==> config.mk <==
export PLATFORM = sky130hd
export DESIGN_NAME = store_merge
export DESIGN_NICKNAME = d
export VERILOG_FILES = /design/src/rtl/store_merge_pkg.sv /design/src/rtl/store_lane.sv /design/src/rtl/store_merge.sv
export SDC_FILE = /design/constraint.sdc
export NUM_CORES = 1
export LEC_CHECK = 0
export CORE_ASPECT_RATIO = 1.75
export CORE_UTILIZATION = 44
export CTS_BUF_LIST = sky130_fd_sc_hd__clkbuf_4
export CTS_CLUSTER_SIZE = 24
export DETAILED_ROUTE_END_ITERATION = 10
export GPL_ROUTABILITY_DRIVEN = 0
export GPL_TIMING_DRIVEN = 0
export PLACE_DENSITY_LB_ADDON = 0.05
export REMOVE_ABC_BUFFERS = 1
export SLEW_MARGIN = 10
export SYNTH_ARGS = -nofsm -noshare
export SYNTH_HDL_FRONTEND = slang
export SYNTH_SLANG_ARGS = --single-unit
export TNS_END_PERCENT = 5
==> constraint.sdc <==
create_clock -name clk -period 1.88 [get_ports clk]
set_input_delay 0.188 -clock clk [delete_from_list [all_inputs] [get_ports clk]]
set_output_delay 0.188 -clock clk [all_outputs]
set_load 0.05 [all_outputs]
==> src/rtl/store_merge_pkg.sv <==
// Shared opcode, FSM state and payload definitions for the byte/half/word store merger.
package store_merge_pkg;

    localparam int unsigned OP_W   = 6;
    localparam int unsigned ADDR_W = 32;
    localparam int unsigned DATA_W = 32;
    localparam int unsigned BE_W   = DATA_W / 8;

    localparam logic [OP_W-1:0] OP_SB = 6'h28;
    localparam logic [OP_W-1:0] OP_SH = 6'h29;
    localparam logic [OP_W-1:0] OP_SW = 6'h2B;

    typedef enum logic [1:0] {
        ST_IDLE   = 2'd0,
        ST_READ   = 2'd1,
        ST_WRITE  = 2'd2,
        ST_FINISH = 2'd3
    } state_t;

    // Byte enables plus lane-replicated store data
    typedef struct packed {
        logic [BE_W-1:0]   be;
        logic [DATA_W-1:0] data;
    } lane_t;

    // Enabled lanes take the store data, the rest keep the word read from memory
    function automatic logic [DATA_W-1:0] merge_word(input logic [BE_W-1:0]   be,
                                                     input logic [DATA_W-1:0] lane,
                                                     input logic [DATA_W-1:0] rdata);
        logic [DATA_W-1:0] w;
        w = rdata;
        for (int i = 0; i < int'(BE_W); i++) begin
            if (be[i]) w[8*i +: 8] = lane[8*i +: 8];
        end
        return w;
    endfunction

endpackage

==> src/rtl/store_lane.sv <==
// Combinational store decode: byte enables, lane replication and misalignment/illegal-op detection.
module store_lane
    import store_merge_pkg::*;
(
    input  logic [OP_W-1:0]   op,
    input  logic [1:0]        addr_lo,
    input  logic [DATA_W-1:0] wdata,
    output lane_t             lane_c,
    output logic              bad_c
);

    always_comb begin
        lane_c = '0;
        bad_c  = 1'b0;
        case (op)
            OP_SB: begin
                lane_c.be   = BE_W'(4'b0001 << addr_lo);
                lane_c.data = {4{wdata[7:0]}};
            end
            OP_SH: begin
                lane_c.be   = addr_lo[1] ? 4'b1100 : 4'b0011;
                lane_c.data = {2{wdata[15:0]}};
                bad_c       = addr_lo[0];
            end
            OP_SW: begin
                lane_c.be   = 4'b1111;
                lane_c.data = wdata;
                bad_c       = (addr_lo != 2'b00);
            end
            default: bad_c = 1'b1;
        endcase
    end

endmodule

==> src/rtl/store_merge.sv <==
// Sub-word store engine: read-modify-write for SB/SH, direct write for SW, with ack timeout.
module store_merge
    import store_merge_pkg::*;
#(
    parameter int unsigned ACK_TIMEOUT = 255
) (
    input  logic              clk,
    input  logic              rst_n,
    input  logic              req_valid,
    output logic              req_ready,
    input  logic [OP_W-1:0]   op,
    input  logic [ADDR_W-1:0] addr,
    input  logic [DATA_W-1:0] wdata,
    output logic [ADDR_W-1:0] mem_addr,
    output logic              mem_rd,
    output logic              mem_wr,
    output logic [DATA_W-1:0] mem_wdata,
    input  logic [DATA_W-1:0] mem_rdata,
    input  logic              mem_ack,
    output logic [BE_W-1:0]   be,
    output logic              done,
    output logic              err
);

    localparam int unsigned CNT_W = $clog2(ACK_TIMEOUT + 1);
    localparam logic [CNT_W-1:0] CNT_LAST = CNT_W'(ACK_TIMEOUT - 1);

    state_t              state_q, state_d;
    logic [DATA_W-1:0]   lane_q, lane_d;
    logic [CNT_W-1:0]    wait_q, wait_d;
    logic                req_ready_d, mem_rd_d, mem_wr_d, done_d, err_d;
    logic [ADDR_W-1:0]   mem_addr_d;
    logic [DATA_W-1:0]   mem_wdata_d;
    logic [BE_W-1:0]     be_d;
    lane_t               lane_c;
    logic                bad_c;

    store_lane u_lane (
        .op      (op),
        .addr_lo (addr[1:0]),
        .wdata   (wdata),
        .lane_c  (lane_c),
        .bad_c   (bad_c)
    );

    // Next-state and next-output decode
    always_comb begin
        state_d     = state_q;
        lane_d      = lane_q;
        wait_d      = wait_q;
        mem_rd_d    = mem_rd;
        mem_wr_d    = mem_wr;
        mem_addr_d  = mem_addr;
        mem_wdata_d = mem_wdata;
        be_d        = be;
        done_d      = 1'b0;
        err_d       = 1'b0;

        case (state_q)
            ST_IDLE: begin
                if (req_valid) begin
                    be_d        = lane_c.be;
                    lane_d      = lane_c.data;
                    mem_addr_d  = {addr[ADDR_W-1:2], 2'b00};
                    mem_wdata_d = lane_c.data;
                    if (bad_c) begin
                        err_d = 1'b1;
                    end else if (op == OP_SW) begin
                        state_d  = ST_WRITE;
                        mem_wr_d = 1'b1;
                        wait_d   = '0;
                    end else begin
                        state_d  = ST_READ;
                        mem_rd_d = 1'b1;
                        wait_d   = '0;
                    end
                end
            end
            ST_READ: begin
                if (mem_ack) begin
                    mem_rd_d    = 1'b0;
                    mem_wr_d    = 1'b1;
                    mem_wdata_d = merge_word(be, lane_q, mem_rdata);
                    wait_d      = '0;
                    state_d     = ST_WRITE;
                end else begin
                    wait_d = wait_q + CNT_W'(1);
                    if (wait_q == CNT_LAST) begin
                        mem_rd_d = 1'b0;
                        err_d    = 1'b1;
                        state_d  = ST_IDLE;
                    end
                end
            end
            ST_WRITE: begin
                if (mem_ack) begin
                    mem_wr_d = 1'b0;
                    state_d  = ST_FINISH;
                end else begin
                    wait_d = wait_q + CNT_W'(1);
                    if (wait_q == CNT_LAST) begin
                        mem_wr_d = 1'b0;
                        err_d    = 1'b1;
                        state_d  = ST_IDLE;
                    end
                end
            end
            ST_FINISH: begin
                done_d  = 1'b1;
                state_d = ST_IDLE;
            end
            default: state_d = ST_IDLE;
        endcase

        req_ready_d = (state_d == ST_IDLE);
    end

    // State and registered outputs
    always_ff @(posedge clk or negedge rst_n) begin
        if (!rst_n) begin
            state_q   <= ST_IDLE;
            lane_q    <= '0;
            wait_q    <= '0;
            req_ready <= 1'b1;
            mem_rd    <= 1'b0;
            mem_wr    <= 1'b0;
            mem_addr  <= '0;
            mem_wdata <= '0;
            be        <= '0;
            done      <= 1'b0;
            err       <= 1'b0;
        end else begin
            state_q   <= state_d;
            lane_q    <= lane_d;
            wait_q    <= wait_d;
            req_ready <= req_ready_d;
            mem_rd    <= mem_rd_d;
            mem_wr    <= mem_wr_d;
            mem_addr  <= mem_addr_d;
            mem_wdata <= mem_wdata_d;
            be        <= be_d;
            done      <= done_d;
            err       <= err_d;
        end
    end

endmodule

==> summary.md <==
| Metric | Value |
|---|---|
| Status | `finished, violations left` |
| Failing checks | `negative setup slack` |
| Dpl hpwl | `11.09 mm` |
| DRC | `0` |
| Clock Skew | `0.02042 ns` |
| Rows | `55` |
| Htree depth | `4` |
| Placed Cells | `861` |
| Crit path max fanout | `11` |
| Starting Density | `45.05%` |
| Flop and latch count out of synthesis | `113` |
| Type of origin of the critical path | `flop` |
| Sequential share of the synthesized area | `48.80%` |
| Slew Limit Fails | `0` |
| Endpoints failing setup | `1` |
| Final Cycle Share | `100.1%` |
| Via count | `4983` |
| Fmax | `531.1 MHz` |
| Synthesized area | `0.005797 mm^2` |
| Setup CP Type | `reg -> reg` |
| Gr ovfl total | `0` |
| DR WL/cell | `18.49 um` |
| Maxcap violations | `0` |
| Max stage delay on crit path | `0.44 ns` |
| Initial antenna violation count | `1` |
| Synth Area per Inst | `10.48 um^2` |
| CP endpoint kind | `flop` |
| Leak | `3.584 nW` |
| Area growth from synthesis to final layout | `42.82%` |
| CTS Buf Count | `17` |
| Final Util | `64.34%` |
| DRT Pass-1 Iters | `5` |
| GRT Overall Usage | `25.22%` |
| Count of input and output buffers | `176` |
| Final Hold Fails | `0` |
| First-pass GRT wire length | `25.78 mm` |
| Clock-pin slew of the registers on the worst-case setup and hold paths | `0.11 ns` |
| Cell breakdown of the critical path | `buf_4 > ha_4 > buf_4 > or3_4 > a221o_1 > a21o_1` |
| Least-Margin Pin Slew | `0.7660 ns` |
| Total number of yosys warnings | `0` |
| Die area | `0.01366 mm^2` |
| Final net count | `840` |
| Worst hold path type | `in -> async` |
| Cell Count, Final, Fillers Out | `912` |
| Fillers | `1116` |
| Vias per inst | `5.464` |
| Relative slew slack | `48.83%` |
| Vias in the first global route | `5060` |
| CTS root buffer | `clkbuf_4` |
| Final min period | `1.883 ns` |
| Share of layout cells above drive strength 1 | `20.54%` |
| Core Area | `0.01287 mm^2` |
| Worst VDD drop | `0.0008020 V` |
| IO Count | `179` |
| Largest net degree at the start of global routing | `91` |
| Cell mode on critical path | `buf_4` |
| PD cells | `1258 mW/mm^2` |
| Post-Synthesis Cells | `553` |
| Unrepaired setup endpoints after global routing | `yes` |
| Final wirelength | `16.87 mm` |
| CTS tree | `built` |
| Clock latency at the later pin of the worst-skew pair | `0.54 ns` |
| Required @ worst endpoint | `2.31 ns` |
| Routed Antenna Nets | `0` |
| Final setup margin | `-0.002782 ns` |
| Netlist cell types | `49` |
| Die width | `88.77 um` |
| # clock sinks | `113` |
| Iteration-0 DRC Markers | `200` |
| CTS max path bufs | `2` |
| Worst path slowest cell | `dfrtp_2` |
| Die H | `153.8 um` |
| Arr. time, crit path | `2.31 ns` |
==> cells by family after synthesis <==
group | synth area share (%)
AO/OA/AOI/OAI | 17.46
multiplexers | 16.60
flip-flops | 48.80
AND/OR/NAND/NOR | 11.48
adder cells (fa/ha/maj) | 1.511
other | 0.06469
buffers and inverters | 4.079
==> metal layers <==
| layer | GRT usage (%) | wire length, um |
|---|---|---|
| met5 | 0 | 0 |
| met4 | 10.06 | 428 |
| met2 | 44.98 | 8834 |
| met1 | 28.69 | 6649 |
| met3 | 4.938 | 954 |
==> flip-flops by register name, summed over array words and instances (netlist names) <==
signal / flops
mem_addr: 30
lane_q: 32
done: 1
mem_wdata: 32
wait_q: 8
mem_wr: 1
req_ready: 1
be: 4
mem_rd: 1
state_q: 2
err: 1
==> placed cells by master, fill, tap and decap left out, types with 12 or more instances in the layout <==
cell type        instances
mux2_2                  65
dfrtp_1                108
o21ai_0                 72
clkbuf_4                19
a22o_1                  13
dlygate4sd2_1           67
a21oi_1                 13
mux2i_1                 23
nand2_1                 68
buf_4                   12
clkdlybuf4s50_1        102
==> power breakdown <==
part | total [mW] | switching [mW] | internal, mW | leakage, nW
Sequential | 3.24 | 0.275 | 2.97 | 1.48
Clock | 2.36 | 1.00 | 1.36 | 0.193
Combinational | 4.82 | 3.17 | 1.65 | 1.91
==> Yosys cell counts, drive strengths merged <==
library cell  count  area share, %
a22oi             8            1.0
a21o              7           0.91
mux2             65             13
a2111oi           2           0.30
or2               3           0.32
o2111ai           1           0.45
nor4bb            1           0.17
dfstp             1           0.45
or4               1           0.13
nand2            69            4.5
inv              11           0.71
nand3             6           0.52
a22o             13            2.0
a221oi            2           0.30
a21boi            2           0.26
nor3              2           0.17
o21a              1           0.13
conb              1          0.065
a2bb2oi           1           0.15
nand4bb           1           0.19
o41ai             5           0.76
a221o             5           0.86
o31a              5           0.76
o22ai             1           0.11
dfrtp           112             48
nor2b            12            1.3
nand4             2           0.22
o2bb2ai           3           0.45
buf              18            1.7
and4bb            1           0.22
a21oi            13            1.1
o21ai            77            6.6
nand2b            1           0.11
and3              8           0.86
or3               2           0.22
clkbuf           26            1.7
and2              9           0.97
nor3b             8            1.0
mux2i            23            4.0
a32o              3           0.52
a211oi            1           0.22
ha                7            1.5
nor2              9           0.58
o21bai            4           0.52
==> repair_timing <==
action / in CTS / in global routing
gates resized for setup: 109 / 10
setup buffers: 7 / 6
pin swaps: 4 / 4
hold buffers: 1 / 0
setup endpoints to repair: 183 / 70
endpoints found under the hold margin: 113 / 0
cloned: 3 / 1
==> cell type report <==
| class | instances | area, um^2 | area share, % |
|---|---|---|---|
| Clock inverter | 13 | 235.2 | 2.841 |
| Sequential cell | 113 | 2834 | 34.23 |
| Antenna cell | 1 | 2.502 | 0.03023 |
| Timing Repair Buffer | 195 | 1924 | 23.24 |
| Clock buffer | 19 | 142.6 | 1.723 |
| Inverter | 11 | 46.29 | 0.5592 |
| Tap cell | 171 | 214.0 | 2.584 |
| Multi-Input combinational cell | 389 | 2880 | 34.79 |
==> stage by stage <==
step	hold WS, ns	power (mW)	worst slack [ns]	TNS (ns)	area (um^2)
CTS	0.02876	10.40	-0.04326	-0.8647	8203
finish	0.07707	10.42	-0.002782	-0.002782	8279
global route	0.05829	10.89	-0.04478	-0.2892	8279
detailed placement	0.06176	8.082	-1.373	-83.30	7692
floorplan	-0.1076	6.253	-1.211	-75.64	5605
global placement	0.4543	7.889	-3.712	-592.17	7581
==> critical path: cells and delay by family, from the launching register on <==
kind                     cells  cell delay, ns
buffers and inverters        2            0.31
AO/OA/AOI/OAI                2            0.46
AND/OR/NAND/NOR              1            0.37
flip-flops                   1            0.44
adder cells (fa/ha/maj)      1            0.21
==> path summary, 6_finish.rpt <==
check                                          from  cells past startpoint  slack (ns)                        to
setup reg to reg               state_q[0]$_DFF_PN0_                      6      -0.003        mem_wr$_DFFE_PN0P_
max in group asynchronous                     rst_n                      3        1.07  mem_wdata[2]$_DFFE_PN0P_
hold / removal                                rst_n                      2        0.08  mem_addr[19]$_DFFE_PN0P_
setup / recovery               state_q[0]$_DFF_PN0_                      6      -0.003        mem_wr$_DFFE_PN0P_
min in group clk                           addr[17]                      2        0.26  mem_addr[17]$_DFFE_PN0P_
hold reg to reg            mem_wdata[6]$_DFFE_PN0P_                      2        0.48  mem_wdata[6]$_DFFE_PN0P_
No activity file was read; power rests on OpenSTA's default activity.
